<file path="src/rtl/mem_arbiter_pkg.sv">
// Shared constants for the RAM, its UART window and the requesters around it.
// Latency: n/a (types and constants only).
// Backpressure: n/a.
package mem_arbiter_pkg;

    localparam logic [2:0] FUNCT3_SB = 3'b000;
    localparam logic [2:0] FUNCT3_SH = 3'b001;
    localparam logic [2:0] FUNCT3_SW = 3'b010;

    // Byte offset of the memory-mapped UART window inside the RAM address space.
    localparam logic [11:0] UART_OFFSET = 12'hF00;

    typedef enum logic {
        OWNER_IFETCH = 1'b0,
        OWNER_LSU    = 1'b1
    } owner_e;

endpackage

</file>
<file path="src/rtl/rr_arbiter2.sv">
// Two-way round-robin grant; bit 0 = ifetch, bit 1 = lsu.
// Latency: grant is combinational in the request cycle.
// Backpressure: a loser keeps requesting and wins the next conflict.
module rr_arbiter2
    import mem_arbiter_pkg::*;
(
    input  logic       clk,
    input  logic       rst,
    input  logic [1:0] req,
    output logic [1:0] gnt
);

    owner_e last_grant;

    always_comb begin
        gnt = 2'b00;
        if (!rst) begin
            if (req == 2'b11) begin
                gnt = (last_grant == OWNER_IFETCH) ? 2'b10 : 2'b01;
            end else begin
                gnt = req;
            end
        end
    end

    // Starts at IFETCH so the lsu wins the first conflict after reset.
    always_ff @(posedge clk) begin
        if (rst) begin
            last_grant <= OWNER_IFETCH;
        end else if (gnt != 2'b00) begin
            last_grant <= gnt[1] ? OWNER_LSU : OWNER_IFETCH;
        end
    end

endmodule

</file>
<file path="src/rtl/mem_arbiter.sv">
// Shares the single-port RAM (and its UART window) between ifetch and lsu.
// Latency: combinational grant, read data returned one cycle after grant.
// Backpressure: an ungranted requester holds req and its payload until gnt.
module mem_arbiter
    import mem_arbiter_pkg::*;
#(
    parameter int          ADDRESS_WIDTH = 12,
    parameter int          WIDTH         = 32,
    parameter logic [2:0]  SW_FUNCT3     = FUNCT3_SW
) (
    input  logic                     rst,
    input  logic                     clk,
    input  logic                     ifetch_req,
    input  logic [ADDRESS_WIDTH-1:0] ifetch_addr,
    output logic                     ifetch_gnt,
    output logic                     ifetch_rvalid,
    output logic [WIDTH-1:0]         ifetch_rdata,
    input  logic                     lsu_req,
    input  logic                     lsu_we,
    input  logic [ADDRESS_WIDTH-1:0] lsu_addr,
    input  logic [WIDTH-1:0]         lsu_wdata,
    input  logic [2:0]               lsu_funct3,
    output logic                     lsu_gnt,
    output logic                     lsu_rvalid,
    output logic [WIDTH-1:0]         lsu_rdata,
    output logic                     ram_write_enable,
    output logic [ADDRESS_WIDTH-1:0] ram_read_addr,
    output logic [ADDRESS_WIDTH-1:0] ram_write_addr,
    output logic [WIDTH-1:0]         ram_data_in,
    output logic [2:0]               ram_store_funct3,
    input  logic [WIDTH-1:0]         ram_data_out
);

    logic [1:0]               gnt;
    owner_e                   owner;
    logic [ADDRESS_WIDTH-1:0] ram_addr;
    logic                     lsu_read;
    logic                     ifetch_rvalid_q;
    logic                     lsu_rvalid_q;

    rr_arbiter2 u_rr_arbiter2 (
        .clk (clk),
        .rst (rst),
        .req ({lsu_req, ifetch_req}),
        .gnt (gnt)
    );

    assign ifetch_gnt = gnt[0];
    assign lsu_gnt    = gnt[1];

    // With no grant the ram still sees ifetch_addr; the read result is ignored.
    assign owner    = lsu_gnt ? OWNER_LSU : OWNER_IFETCH;
    assign ram_addr = (owner == OWNER_LSU) ? lsu_addr : ifetch_addr;

    assign ram_read_addr    = ram_addr;
    assign ram_write_addr   = ram_addr;
    assign ram_write_enable = lsu_gnt && lsu_we;
    assign ram_data_in      = lsu_wdata;
    assign ram_store_funct3 = (owner == OWNER_LSU) ? lsu_funct3 : SW_FUNCT3;

    assign lsu_read = lsu_gnt && !lsu_we;

    always_ff @(posedge clk) begin
        if (rst) begin
            ifetch_rvalid_q <= 1'b0;
            lsu_rvalid_q    <= 1'b0;
            ifetch_rdata    <= '0;
            lsu_rdata       <= '0;
        end else begin
            ifetch_rvalid_q <= ifetch_gnt;
            lsu_rvalid_q    <= lsu_read;
            if (ifetch_gnt) begin
                ifetch_rdata <= ram_data_out;
            end
            if (lsu_read) begin
                lsu_rdata <= ram_data_out;
            end
        end
    end

    // A response still in flight when rst rises is never presented.
    assign ifetch_rvalid = ifetch_rvalid_q && !rst;
    assign lsu_rvalid    = lsu_rvalid_q && !rst;

endmodule

</file>
<file path="config.mk">
export PLATFORM = sky130hd
export DESIGN_NAME = mem_arbiter
export DESIGN_NICKNAME = d
export VERILOG_FILES = /design/src/rtl/mem_arbiter_pkg.sv /design/src/rtl/rr_arbiter2.sv /design/src/rtl/mem_arbiter.sv
export SDC_FILE = /design/constraint.sdc
export NUM_CORES = 1
export LEC_CHECK = 0
export CAP_MARGIN = 15
export CELL_PAD_IN_SITES_DETAIL_PLACEMENT = 1
export CELL_PAD_IN_SITES_GLOBAL_PLACEMENT = 1
export CORE_UTILIZATION = 26
export DETAILED_ROUTE_END_ITERATION = 10
export PLACE_DENSITY_LB_ADDON = 0.1
export REMOVE_ABC_BUFFERS = 1
export SLEW_MARGIN = 20
export SYNTH_ARGS = -nofsm -noshare
export SYNTH_HDL_FRONTEND = slang
export SYNTH_SLANG_ARGS = --single-unit
</file>
<file path="constraint.sdc">
create_clock -name clk -period 2.2 [get_ports clk]
set_input_delay 0.44 -clock clk [delete_from_list [all_inputs] [get_ports clk]]
set_output_delay 0.44 -clock clk [all_outputs]
set_load 0.05 [all_outputs]
</file>
==> run_results.csv, run 1 <==
group,metric,value,unit
hold_path,hp-class,"reg -> reg",
timing,min_period,2.13,ns
timing,tightest_slew,0.550,ns
floorplanning,initial_core_util,0.272,
synthesis,synth_compound_area_frac,0.172,
timing,drv_slew,0,
floorplanning,io_pins,224,
critical_path,path_max_fanout,3,
clock_network,cts_tree,"done",
clock_network,cts_inserted_buffers,9,
timing,worst_slack,0.0668,ns
synthesis,synth_xor_area_frac,0,
clock_network,clockRootBuffer,"clkbuf_16",
floorplanning,coreArea,11700,sq um
place,io_buffers,159,
synthesis,yosys.area_share.simple,0.0540,
drt,ant_nets,0,
synthesis,synth_edf_count,0,
critical_path,slowest_stage,"mux2_4",
synthesis,netlist_instances,329,
timing,clock_skew,0.00517,ns
global_routing,use_met1,0.214,
critical_path,critPathLaunchType,"input pin",
clock_network,cts_buffer_depth,2,
power,cellPowerDensity,713,nW/um^2
critical_path,r2r_cells,3,
cells_and_area,fillers,1255,
synthesis,synthMuxAreaShare,0.144,
global_routing,busiest_layer,"met2",
drt,vias_per_cell,4.83,
cells_and_area,stdcell_count,591,
cells_and_area,multiInputGateArea,1200,sq um
cells_and_area,regArea,1340,sq um
drt,dr.pass1.iters,4,
timing,fmax,0.469,GHz
run_status,status,"finished, final reports clean",
power,power,0.00370,W
synthesis,yosysTopAreaCell,"dfxtp_1",
hold_path,worstHoldStart,"ifetch_rdata[14]",
timing,rsz0062_at_grt,"false",
place,place_area,4870,sq um
critical_path,endpoint_kind,"output pin",
power,cellLeakagePower,2.27,nW
drt,vias,2853,
synthesis,synth_ff_type,"dfxtp_1",
synthesis,synth_area_leaders,"dfxtp_1, buf_4, mux2i_1",
drt,drc,0,
critical_path,r2r_start,"u_rr_arbiter2.last_grant",
global_routing,grtUsageMet3,0.123,
cells_and_area,n_antenna_cell,0,
timing,setup_violations,0,
global_routing,grt_antenna_before_repair,0,
critical_path,path_cells,"dlygate4sd2_1 -> a21oi_2 -> nand2_4 -> buf_4 -> mux2_4 -> buf_12",
cells_and_area,utilization,0.445,
cells_and_area,area_growth,63.4,%
floorplanning,num_rows,39,
global_routing,grt_start_max_net_pins,43,
timing,max-slew-margin-rel,0.632,
synthesis,yosys-top-cells-count,"dfxtp_1, buf_4, inv_1, nand2_1",
synthesis,synth.distinct_cells,22,
job,maxCapViolations,0,
synthesis,synth_fa_ha_area_frac,0,
critical_path,worst_ep_required_time,1.76,ns
floorplanning,die_width,112,um
floorplanning,dieArea,12600,sq um
place,dp_slack,-0.146,ns
clock_network,clk_transition_reported_paths,0.05,ns
cells_and_area,nNetsFinal,540,
floorplanning,dieHeight,112,um
power,ir_worst_vdd,0.000290,V
clock_network,insertion_delay,0.32,ns
critical_path,cpPeakStageDelay,0.33,ns
synthesis,synthArstFlopShare,0,
synthesis,synth_top_family_by_area,"buffers and inverters",
global_routing,grt_pass1_wl,17300,um
global_routing,globalRouteTotalUtil,0.182,
synthesis,ys_seq_area_frac,0.423,
critical_path,reg2reg_setup_slack,0.77,ns
critical_path,cp.arrival,1.69,ns
drt,detail_route.wl_per_cell,18.9,um
clock_network,h-tree-depth,3,
synthesis,yosys.cell_count.top_type,"dfxtp_1",
clock_network,clkSinkCount,67,
critical_path,critical_path_class,"in -> out",
synthesis,yosysWarnings,0,
cells_and_area,design_area,5180,sq um
timing,period_share,0.970,
global_routing,grt_pass1_vias,3099,
place,dp.cells,575,
synthesis,synth_seq_cells,67,
synthesis,synth_top_area_frac,0.423,
synthesis,avgSynthCellArea,9.64,sq um
critical_path,rr_endpoint,"ifetch_rdata[23]",
timing,hold_viol,0,
place,dp_hpwl,7940,um
drt,routed_wl,11100,um
drt,drt-initial-drc-count,81,
hold_path,whs_path_depth,2,
global_routing,met2_usage,0.252,
place,gp_congestion,0.741,
hold_path,whs_endpoint,"ifetch_rdata[14]",
synthesis,syn-cell-area,3170,sq um
global_routing,overflow,0,
cells_and_area,drive_above_1_share,0.183,
-- cells by family after synthesis --
family	Yosys count
compound gates	67
buf+inv	110
flops	67
mux	44
simple gates	41
-- worst max path at each step --
stage	start	to	slack, ns	cells past startpoint
floorplan	lsu_req	ifetch_gnt	-2.02	3
global placement	ifetch_req	ram_write_addr[10]	-0.14	6
detailed placement	ifetch_req	ram_write_addr[3]	-0.15	6
CTS	ifetch_req	ram_read_addr[1]	0.06	6
global route	ifetch_req	ram_read_addr[1]	0.02	6
finish	ifetch_req	ram_read_addr[1]	0.07	6
-- layout make-up --
| cell class | instances | share of cell area |
|---|---|---|
| Clock buffer | 12 | 0.0475 |
| Timing Repair Buffer | 177 | 0.397 |
| Inverter | 37 | 0.0268 |
| Tap cell | 143 | 0.0345 |
| Clock inverter | 3 | 0.00290 |
| Sequential cell | 67 | 0.259 |
| Multi-Input combinational cell | 152 | 0.232 |
-- sequential cells by signal (all words and copies together), names as in the netlist --
signal	count
lsu_rvalid_q	1
ifetch_rvalid_q	1
lsu_rdata	32
ifetch_rdata	32
u_rr_arbiter2.last_grant	1
-- stage by stage --
step	setup TNS, ns	hold slack [ns]
3_5_place_dp	-3.60	0.455
5_1_grt	0	0.484
6_report	0	0.460
2_1_floorplan	-46.11	0.496
3_3_place_gp	-3.41	0.447
4_1_cts	0	0.465
-- routing by layer --
| layer | vias to the layer above | routed length (um) |
|---|---|---|
| met5 | - | 107 |
| li1 | 1336 | - |
| met4 | 4 | 145 |
| met1 | 1325 | 4700 |
| met3 | 14 | 1650 |
| met2 | 174 | 4540 |
-- layout by cell type, fill, tap and decap left out, types with 2 or more instances in the layout --
cell type	synthesis	final
mux2_4	0	7
mux2_2	12	5
clkdlybuf4s50_1	0	123
inv_2	1	2
o31ai_1	32	32
buf_12	2	32
and3_1	3	3
dlygate4sd2_1	0	3
clkbuf_1	17	2
clkbuf_16	0	9
clkinv_2	0	3
mux2i_1	32	32
o311ai_0	32	32
inv_1	36	35
dfxtp_1	67	66
nand2_1	33	32
nor2b_1	2	2
buf_4	45	17
-- what timing repair did --
action | 4_1_cts | 5_1_grt
gates resized for setup | 13 | 0
setup endpoints to repair | 27 | 0
buffers inserted | 1 | 0
hold buffers | 0 | 0
-- critical path, delay by kind of cell --
family                 cells  cell delay [ns]
AOI/OAI and AO/OA          1             0.20
buffers and inverters      3             0.59
and+or+nand+nor            1             0.13
muxes                      1             0.33
-- power by group --
part	switching (W)	total (W)	internal [W]
logic	0.000635	0.00110	0.000464
clock network	0.000488	0.00127	0.000781
registers	0.0000390	0.00133	0.00129
No activity file was read; power rests on OpenSTA's default activity.
==> inputs of run 2 (changes only) <==
==> constraint.sdc (replaced) <==
create_clock -name clk -period 2.5 [get_ports clk]
set_input_delay 0.5 -clock clk [delete_from_list [all_inputs] [get_ports clk]]
set_output_delay 0.5 -clock clk [all_outputs]
set_load 0.05 [all_outputs]
==> run_results.csv, run 2 (synthesized netlist as in run 1, its figures left out) <==
group,metric,value,unit
cells_and_area,nNetsFinal,537,
drt,vias_per_cell,4.81,
global_routing,overflow,0,
cells_and_area,layout_common_cells,"clkdlybuf4s50_1, dfxtp_1, inv_1",
power,seq_power_share,0.358,
drt,vias,2828,
timing,fmax,0.412,GHz
critical_path,critical_path_class,"in -> out",
global_routing,grt_start_max_net_pins,66,
cells_and_area,layout_commonest_cell,"clkdlybuf4s50_1",
timing,period_share,0.970,
cells_and_area,stdcell_count,588,
clock_network,holdBufCountCts,0,
place,gp_congestion,0.705,
global_routing,busiest_layer,"met2",
floorplanning,coreArea,11700,sq um
floorplanning,dieHeight,112,um
drt,dr.pass1.iters,4,
global_routing,globalRouteTotalUtil,0.176,
clock_network,h-tree-depth,3,
power,cellLeakagePower,2.26,nW
critical_path,r2r_cells,3,
critical_path,r2r_start,"u_rr_arbiter2.last_grant",
cells_and_area,drive_above_1_share,0.175,
place,io_buffers,159,
clock_network,clkSinkCount,67,
critical_path,critPathLaunchType,"input pin",
critical_path,path_max_fanout,6,
clock_network,cts_tree,"done",
cells_and_area,n_antenna_cell,0,
floorplanning,num_rows,39,
critical_path,slowest_stage,"clkdlybuf4s50_1",
drt,detail_route.wl_per_cell,18.5,um
floorplanning,dieArea,12600,sq um
hold_path,worstHoldStart,"ifetch_rdata[30]",
timing,tightest_slew,0.555,ns
floorplanning,die_width,112,um
floorplanning,io_pins,224,
drt,drc,0,
run_status,status,"finished, final reports clean",
timing,max-slew-margin-rel,0.629,
timing,setup_violations,0,
drt,ant_nets,0,
cells_and_area,largestRegisters,"ifetch_rdata x32, lsu_rdata x32",
cells_and_area,area_growth,62.9,%
critical_path,endpoint_kind,"output pin",
timing,drv_slew,0,
global_routing,met2_usage,0.241,
clock_network,cts_buffer_depth,2,
critical_path,cp.arrival,1.93,ns
floorplanning,initial_core_util,0.272,
power,swShare,0.316,
critical_path,rr_endpoint,"ifetch_rdata[6]",
critical_path,worst_ep_required_time,2.00,ns
drt,routed_wl,10900,um
drt,drt-initial-drc-count,87,
critical_path,reg2reg_setup_slack,1.08,ns
hold_path,whs_path_depth,2,
timing,worst_slack,0.0742,ns
timing,rsz0062_at_grt,"false",
global_routing,grtUsageMet3,0.120,
place,dp_slack,-0.00237,ns
power,cellPowerDensity,630,nW/um^2
critical_path,critPathLaunch,"rst",
global_routing,use_met1,0.213,
hold_path,whs_endpoint,"ifetch_rdata[30]",
power,power_frac_clock,0.346,
job,maxCapViolations,0,
clock_network,insertion_delay,0.32,ns
power,p_sw,0.00103,W
global_routing,grt_pass1_vias,3019,
place,dp_hpwl,7680,um
timing,clock_skew,0.00365,ns
timing,fin_hold_ws,0.461,ns
global_routing,grt_antenna_before_repair,0,
timing,min_period,2.43,ns
power,ir_worst_vdd,0.000213,V
clock_network,cts_inserted_buffers,9,
power,p_int,0.00223,W
critical_path,cpPeakStageDelay,0.44,ns
clock_network,clockRootBuffer,"clkbuf_16",
clock_network,clk_transition_reported_paths,0.05,ns
critical_path,path_cells,"clkdlybuf4s50_1 -> a21oi_2 -> nand2_4 -> clkbuf_16 -> mux2_4 -> buf_12",
power,pwr-share-comb,0.296,
timing,hold_viol,0,
hold_path,hp-class,"reg -> reg",
place,dp.cells,571,
global_routing,grt_pass1_wl,16900,um
==> run 2: worst max-delay path, delay by kind of cell <==
family,cells,cell delay [ns]
buffers and inverters,3,0.78
AO/OA/AOI/OAI,1,0.19
multiplexers,1,0.33
AND/OR/NAND/NOR,1,0.12
==> run 2: layer usage <==
| layer | routed length (um) | share of wire | vias up |
|---|---|---|---|
| li1 | - | - | 1326 |
| met3 | 1590 | 0.15 | 14 |
| met4 | 141 | 0.013 | 4 |
| met5 | 107 | 0.0098 | - |
| met1 | 4700 | 0.43 | 1310 |
| met2 | 4360 | 0.40 | 174 |
==> run 2: worst max-delay path by stage <==
stage                                     to  slack (ns)  cells past startpoint
after global placement    ram_write_addr[10]        0.03                      6
after detailed placement   ram_write_addr[3]      -0.002                      6
after CTS                 ram_write_addr[10]      -0.001                      6
final                     ram_write_addr[10]        0.07                      6
after global routing       ram_write_addr[9]        0.02                      6
after floorplan                   ifetch_gnt       -1.84                      3
==> run 2: stage by stage <==
step | cell area (sq um) | utilization | setup TNS (ns) | total power (W)
floorplan | 2650 | - | -33.38 | 0.00167
global placement | 4850 | 0.416 | 0 | 0.00214
detailed placement | 4850 | 0.416 | -0.00384 | 0.00215
CTS | 5110 | 0.439 | -0.00385 | 0.00329
global route | 5170 | 0.443 | 0 | 0.00339
finish | 5170 | 0.443 | 0 | 0.00326
==> run 2: timing repair <==
action	in CTS	in global routing
resized for setup	1	6
endpoints found under the hold margin	0	0
pin swaps	1	2
cloned	0	1
buffers inserted	0	1
setup endpoints to repair	22	26
==> run 2: cell type report <==
| class | instances | area [sq um] |
|---|---|---|
| Fill cell | 1276 | 6490 |
| Clock buffer | 12 | 246 |
| Tap cell | 143 | 179 |
| Timing Repair Buffer | 174 | 2050 |
| Inverter | 37 | 139 |
| Clock inverter | 3 | 15.0 |
| Multi-Input combinational cell | 152 | 1200 |
| Sequential cell | 67 | 1340 |
==> run 2: power groups by stage <==
stage	registers (W)	clock network [W]	logic (W)
2_1_floorplan	0.00140	0	0.000274
3_3_place_gp	0.00119	0	0.000952
3_5_place_dp	0.00119	0	0.000956
4_1_cts	0.00117	0.00116	0.000960
5_1_grt	0.00118	0.00121	0.00101
6_report	0.00117	0.00113	0.000963
==> inputs of run 3 (changes only) <==
--- a/config.mk
+++ b/config.mk
@@ -10,6 +10,7 @@
 export CELL_PAD_IN_SITES_GLOBAL_PLACEMENT = 1
 export CORE_UTILIZATION = 26
 export DETAILED_ROUTE_END_ITERATION = 10
+export HOLD_SLACK_MARGIN = 0.15
 export PLACE_DENSITY_LB_ADDON = 0.1
 export REMOVE_ABC_BUFFERS = 1
 export SLEW_MARGIN = 20
==> results of run 3 <==
Final layout, timing and power as in run 2 (identical DEF).
